===== src/rtl/cronometro_pkg.sv =====
// Shared stopwatch definitions: FSM state encodings and default timing
// constants used by the control and display stages.
package cronometro_pkg;

    typedef enum logic [1:0] {
        ST_IDLE  = 2'd0,
        ST_RUN   = 2'd1,
        ST_PAUSE = 2'd2
    } state_t;

    localparam int DEF_CLK_HZ       = 50_000_000;
    localparam int DEF_TICK_HZ      = 1000;
    localparam int DEF_DEBOUNCE_CYC = 500_000;

    // Bits needed for a counter holding 0..n-1, never less than one.
    function automatic int cnt_width(input int n);
        return (n <= 2) ? 1 : $clog2(n);
    endfunction

endpackage


===== src/rtl/btn_debounce.sv =====
// Pushbutton conditioner: 2-FF synchronizer, stability counter and a
// one-cycle press pulse on the debounced released->pressed transition.
module btn_debounce
    import cronometro_pkg::*;
#(
    parameter int DEBOUNCE_CYC = DEF_DEBOUNCE_CYC
) (
    input  logic clk,
    input  logic rst,
    input  logic btn_n,
    output logic press
);

    localparam int CNT_W = cnt_width(DEBOUNCE_CYC);

    logic             sync_1;
    logic             sync_2;
    logic             stable_n;
    logic             stable_n_d;
    logic [CNT_W-1:0] cnt;

    // NOTE: state is updated with <= so every flop samples the values from
    // before the edge; blocking here would collapse the synchronizer chain.
    always_ff @(posedge clk) begin
        if (rst) begin
            sync_1     <= 1'b1;
            sync_2     <= 1'b1;
            stable_n   <= 1'b1;
            stable_n_d <= 1'b1;
            cnt        <= '0;
            press      <= 1'b0;
        end else begin
            sync_1     <= btn_n;
            sync_2     <= sync_1;
            stable_n_d <= stable_n;
            press      <= stable_n_d & ~stable_n;

            // A sample matching the accepted level means the input bounced back.
            if (sync_2 == stable_n) begin
                cnt <= '0;
            end else if (cnt == CNT_W'(DEBOUNCE_CYC - 1)) begin
                stable_n <= sync_2;
                cnt      <= '0;
            end else begin
                cnt <= cnt + CNT_W'(1);
            end
        end
    end

endmodule


===== src/rtl/cronometro_control.sv =====
// Stopwatch control: debounced start/stop and clear, IDLE/RUN/PAUSE FSM,
// tick prescaler and counter clear. Define CRONOMETRO_LAP_EN for lap_hold.
module cronometro_control
    import cronometro_pkg::*;
#(
    parameter int CLK_HZ       = DEF_CLK_HZ,
    parameter int TICK_HZ      = DEF_TICK_HZ,
    parameter int DEBOUNCE_CYC = DEF_DEBOUNCE_CYC
) (
    input  logic       clk,
    input  logic       rst,
    input  logic       btn_start_stop_n,
    input  logic       btn_clear_n,
    output logic       enable,
    output logic       cnt_rst_n,
    output logic       running,
`ifdef CRONOMETRO_LAP_EN
    output logic       lap_hold,
`endif
    output logic [1:0] state
);

    localparam int DIV   = CLK_HZ / TICK_HZ;
    localparam int PRE_W = cnt_width(DIV);

    logic             ss_press;
    logic             clr_press;
    state_t           state_q;
    state_t           state_nxt;
    logic             clear_req;
    logic             rst_d;
    logic [PRE_W-1:0] presc;
    logic             wrap;

    btn_debounce #(.DEBOUNCE_CYC(DEBOUNCE_CYC)) u_db_ss (
        .clk   (clk),
        .rst   (rst),
        .btn_n (btn_start_stop_n),
        .press (ss_press)
    );

    btn_debounce #(.DEBOUNCE_CYC(DEBOUNCE_CYC)) u_db_clr (
        .clk   (clk),
        .rst   (rst),
        .btn_n (btn_clear_n),
        .press (clr_press)
    );

    assign wrap  = (presc == PRE_W'(DIV - 1));
    assign state = state_q;

    // NOTE: every output of this block gets a default first, so no path
    // through the case can leave a value unassigned and infer a latch.
    always_comb begin
        state_nxt = state_q;
        clear_req = 1'b0;
        case (state_q)
            ST_IDLE: begin
                if (clr_press) begin
                    clear_req = 1'b1;
                end else if (ss_press) begin
                    state_nxt = ST_RUN;
                end
            end
            ST_RUN: begin
                if (ss_press) begin
                    state_nxt = ST_PAUSE;
                end
            end
            ST_PAUSE: begin
                if (clr_press) begin
                    state_nxt = ST_IDLE;
                    clear_req = 1'b1;
                end else if (ss_press) begin
                    state_nxt = ST_RUN;
                end
            end
            default: state_nxt = ST_IDLE;
        endcase
    end

    always_ff @(posedge clk) begin
        if (rst) begin
            state_q   <= ST_IDLE;
            running   <= 1'b0;
            enable    <= 1'b0;
            cnt_rst_n <= 1'b0;
            rst_d     <= 1'b1;
            presc     <= '0;
`ifdef CRONOMETRO_LAP_EN
            lap_hold  <= 1'b0;
`endif
        end else begin
            state_q   <= state_nxt;
            running   <= (state_nxt == ST_RUN);
            rst_d     <= 1'b0;
            // Held low one extra cycle after reset so the counter sees a clean clear.
            cnt_rst_n <= ~(rst_d | clear_req);
            enable    <= (state_q == ST_RUN) && wrap;

            if (state_q == ST_RUN) begin
                presc <= wrap ? '0 : presc + PRE_W'(1);
            end else if (state_q == ST_IDLE || clear_req) begin
                presc <= '0;
            end

`ifdef CRONOMETRO_LAP_EN
            if (state_q == ST_RUN && clr_press) begin
                lap_hold <= ~lap_hold;
            end else if (state_nxt == ST_IDLE) begin
                lap_hold <= 1'b0;
            end
`endif
        end
    end

endmodule


===== config.mk =====
export PLATFORM = sky130hd
export DESIGN_NAME = cronometro_control
export DESIGN_NICKNAME = d
export VERILOG_FILES = /design/src/rtl/cronometro_pkg.sv /design/src/rtl/btn_debounce.sv /design/src/rtl/cronometro_control.sv
export SDC_FILE = /design/constraint.sdc
export NUM_CORES = 1
export LEC_CHECK = 0
export ABC_AREA = 1
export CORE_ASPECT_RATIO = 0.9
export CORE_MARGIN = 1.5
export CORE_UTILIZATION = 38
export CTS_BUF_LIST = sky130_fd_sc_hd__clkbuf_16
export CTS_CLUSTER_DIAMETER = 30
export CTS_CLUSTER_SIZE = 16
export DETAILED_ROUTE_END_ITERATION = 6
export HOLD_SLACK_MARGIN = 0.1
export SETUP_SLACK_MARGIN = 0.05
export SLEW_MARGIN = 20
export SYNTH_ARGS = -nofsm -noshare
export SYNTH_HDL_FRONTEND = slang
export SYNTH_SLANG_ARGS = --single-unit
export TNS_END_PERCENT = 5

===== constraint.sdc =====
create_clock -name clk -period 2.25 [get_ports clk]
set_clock_uncertainty 0.1 [all_clocks]
set_input_delay 0.5625 -clock clk [delete_from_list [all_inputs] [get_ports clk]]
set_output_delay 0.5625 -clock clk [all_outputs]
set_load 0.005 [all_outputs]

==> summary.md <==
| Metric | Value |
|---|---|
| Status | `completed` |
| Standard cell with the maximum stage delay on the critical path | `sky130_fd_sc_hd__clkdlybuf4s50_1` |
| Min cycle time layout | `1930 ps` |
| Max-slew headroom | `0.6329` |
| Layout Area Growth over Synthesis | `15.66%` |
| Number of port buffers | `8` |
| Net Count, Synth | `487` |
| Last weighted congestion value of the routability-driven placer | `0.7741` |
| Post-synth design cell area | `3371 um2` |
| Routed vias | `2925` |
| WS Path Type | `reg -> out` |
| Unrepaired setup endpoints after global routing | `no` |
| Sort of element at the start of the critical path | `flop` |
| Number of gates given a new drive strength after cts | `0` |
| Bufs and invs on worst path | `1` |
| Reported max-cap violation count | `0` |
| Max-slew violation count | `0` |
| First-pass DRT Iterations | `5` |
| Average cell area after synthesis | `7.022 um2` |
| Internal power contribution | `2120 uW` |
| Average wire length per cell after detail routing | `11.27 um` |
| Vias per inst | `4.703` |
| Fraction of the yosys area taken by sequential cells | `0.4157` |
| First-pass GRT wire length | `12.41 mm` |
| Maximum fanout along the worst path | `4` |
| Num CTS Buffers | `9` |
| Crit path largest cell delay | `550 ps` |
| Final HPWL DP | `5.124 mm` |
| FMAX | `0.5181 GHz` |
| Worst endpoint data arrival time | `1270 ps` |
| Most frequent standard cell in the layout excluding fill and tap cells | `sky130_fd_sc_hd__nand2_1` |
| Transition at the pin with the smallest max-transition slack | `548.6 ps` |
| Net switching share of the total power | `0.2132` |
| Deepest clock path buffer count | `2` |
| Synth async-reset ratio | `0` |
| Worst-path clk slew | `60 ps` |
| Nets | `505` |
| Most frequently used flop master after synthesis | `sky130_fd_sc_hd__dfxtp_1` |
| Portion of the clock cycle consumed by the worst path in the final layout | `0.8579` |
| Hold Crit Class | `reg -> reg` |
| CTS H-tree lvls | `3` |
| Kind of cell adding the most delay to the critical path | `buffers and inverters` |
| Detailed Route WL | `7.012 mm` |
| Insertion delay to the later sink of the worst-skew pair | `330 ps` |
| Number of distinct library cells after synthesis | `29` |
| Setup Fix Bufs, Post-CTS | `0` |
| Area of the die | `9445 um2` |
| Clock tree from TritonCTS | `yes` |
| Hold Fails Final Rpt | `0` |
| Antenna viol nets, final | `0` |
| Count of state elements after synthesis | `70` |
| Proportion of power drawn by the clock network | `0.524` |
| Final number of setup-violating endpoints | `0` |
| Critical path cell sequence | `clkdlybuf4s50_1` |
| Final TNS setup | `0 ps` |
| Leak | `0.001310 uW` |
| Proportion of power drawn by combinational gates | `0.012` |
| Critical path data required time | `1590 ps` |
| Fraction of final layout cells sized beyond drive strength 1 | `0.1074` |
| Sequential group share of total power | `0.464` |
| Leading cell types in the layout, fill and taps excluded | `sky130_fd_sc_hd__nand2_1 (106), sky130_fd_sc_hd__nor2_1 (76), sky130_fd_sc_hd__dfxtp_1 (70)` |
| Yosys warning total | `0` |
| Horizontal die dimension | `102.3 um` |
| Post-route core utilization | `0.4529` |
| Initial DRC Count | `76` |
| I/O pin total | `9` |
| Via count of the first global-routing pass | `2787` |
| Peak supply drop | `0.3419 mV` |
| Power density over the cells | `691.2 nW/um2` |
| Initial cell density of the core | `0.3916` |
| Post-synth EDFFs | `0` |
| Number of inserted diodes | `0` |
| CTS root buffer | `sky130_fd_sc_hd__clkbuf_16` |
| Gr usage total | `0.1673` |
| Remaining design rule violation count | `0` |
| Syn Inst Count | `480` |
| Total clock sinks | `70` |
| Row cnt | `32` |
| Largest net degree at the start of global routing | `24` |
| Leftover overflow at the end of global routing | `0` |
| Net load switching power | `574.5 uW` |
| Core area | `8608 um2` |
| Initial antenna violation count | `0` |
| Element type at the critical path end | `output pin` |
| Quantity of hold-fixing buffers added after cts | `0` |
| Vert. Die Dim | `92.35 um` |
[stage by stage]
step / cell area, um2 / total power (uW) / hold slack, ps / instances / setup slack [ps]
2_1_floorplan: 3371 / 1293 / 276.3 / 480 / 682.9
3_3_place_gp: 3598 / 1310 / 294.3 / 606 / 325.0
3_5_place_dp: 3598 / 1310 / 304.5 / 606 / 262.6
4_1_cts: 3899 / 2735 / 308.8 / 622 / 308.1
5_1_grt: 3899 / 2795 / 319.1 / 622 / 270.8
6_report: 3899 / 2695 / 305.9 / 622 / 319.7
[worst reg2reg max path, cell delays in order (launching register included)]
cell,delay (ps)
sky130_fd_sc_hd__dfxtp_1,400
sky130_fd_sc_hd__ha_1,210
sky130_fd_sc_hd__nand2_2,100
sky130_fd_sc_hd__nor2_4,140
sky130_fd_sc_hd__nand3_1,140
sky130_fd_sc_hd__nand3_2,320
sky130_fd_sc_hd__inv_2,70
sky130_fd_sc_hd__nand2_1,80
sky130_fd_sc_hd__inv_1,40
[area by class of cell]
type                       count  area [um2]
inverter                      61       229.0
sequential                    70        1401
multi-input combinational    343        1702
clock inverter                 7       75.07
timing repair buffer          13       117.6
fill                         869        4710
clock buffer                   9       225.2
tap                          119       148.9
[power groups by stage]
| stage | registers [uW] | clock network [uW] | logic, uW |
|---|---|---|---|
| global route | 1250 | 1510 | 36.7 |
| floorplan | 1280 | 0 | 17.6 |
| finish | 1250 | 1410 | 32.9 |
| CTS | 1250 | 1450 | 33.5 |
| detailed placement | 1280 | 0 | 33.5 |
| global placement | 1280 | 0 | 33.4 |
[path summary, 6_finish.rpt]
check	startpoint	end	slack [ps]	cells past startpoint
setup / recovery	state[1]$_SDFF_PP0_	state[1]	320	1
hold / removal	u_db_clr.stable_n_d$_SDFF_PP1_	u_db_clr.press$_SDFF_PP0_	310	2
setup reg to reg	u_db_clr.cnt[0]$_SDFF_PP0_	u_db_clr.cnt[16]$_SDFF_PP0_	550	8
hold reg to reg	u_db_clr.stable_n_d$_SDFF_PP1_	u_db_clr.press$_SDFF_PP0_	310	2
[per-layer routing]
metal	GRT usage	up-vias	routed length, um
li1	-	1556	-
met1	0.2194	1316	3499
met2	0.2621	40	3182
met3	0.04000	13	211
met4	0.06963	0	119
met5	0	-	0
[registers in the layout (all words and copies together) (netlist names), 2 cells and up]
| register | count |
|---|---|
| u_db_clr.cnt | 19 |
| u_db_ss.cnt | 19 |
| presc | 16 |
| state | 2 |
[cell usage after synthesis, types with 5 or more instances]
| cell | number | share of area |
|---|---|---|
| sky130_fd_sc_hd__a21oi_1 | 28 | 0.042 |
| sky130_fd_sc_hd__dfxtp_1 | 70 | 0.42 |
| sky130_fd_sc_hd__inv_1 | 55 | 0.061 |
| sky130_fd_sc_hd__inv_2 | 6 | 0.0067 |
| sky130_fd_sc_hd__nand2_1 | 106 | 0.12 |
| sky130_fd_sc_hd__nand3_1 | 35 | 0.052 |
| sky130_fd_sc_hd__nand4_1 | 15 | 0.028 |
| sky130_fd_sc_hd__nor2_1 | 76 | 0.085 |
| sky130_fd_sc_hd__nor2_2 | 9 | 0.017 |
| sky130_fd_sc_hd__nor3_1 | 17 | 0.025 |
| sky130_fd_sc_hd__nor3_2 | 5 | 0.015 |
| sky130_fd_sc_hd__or2_2 | 6 | 0.011 |
| sky130_fd_sc_hd__xor2_1 | 20 | 0.052 |
[logic make-up after synthesis]
kind of cell / share of synthesized area
buffers and inverters: 0.07943
flip-flops: 0.4157
AO/OA/AOI/OAI: 0.05494
adder cells (fa/ha/maj): 0.01114
AND/OR/NAND/NOR: 0.3764
XOR/XNOR: 0.06236
(Power assumes the default switching activity.)
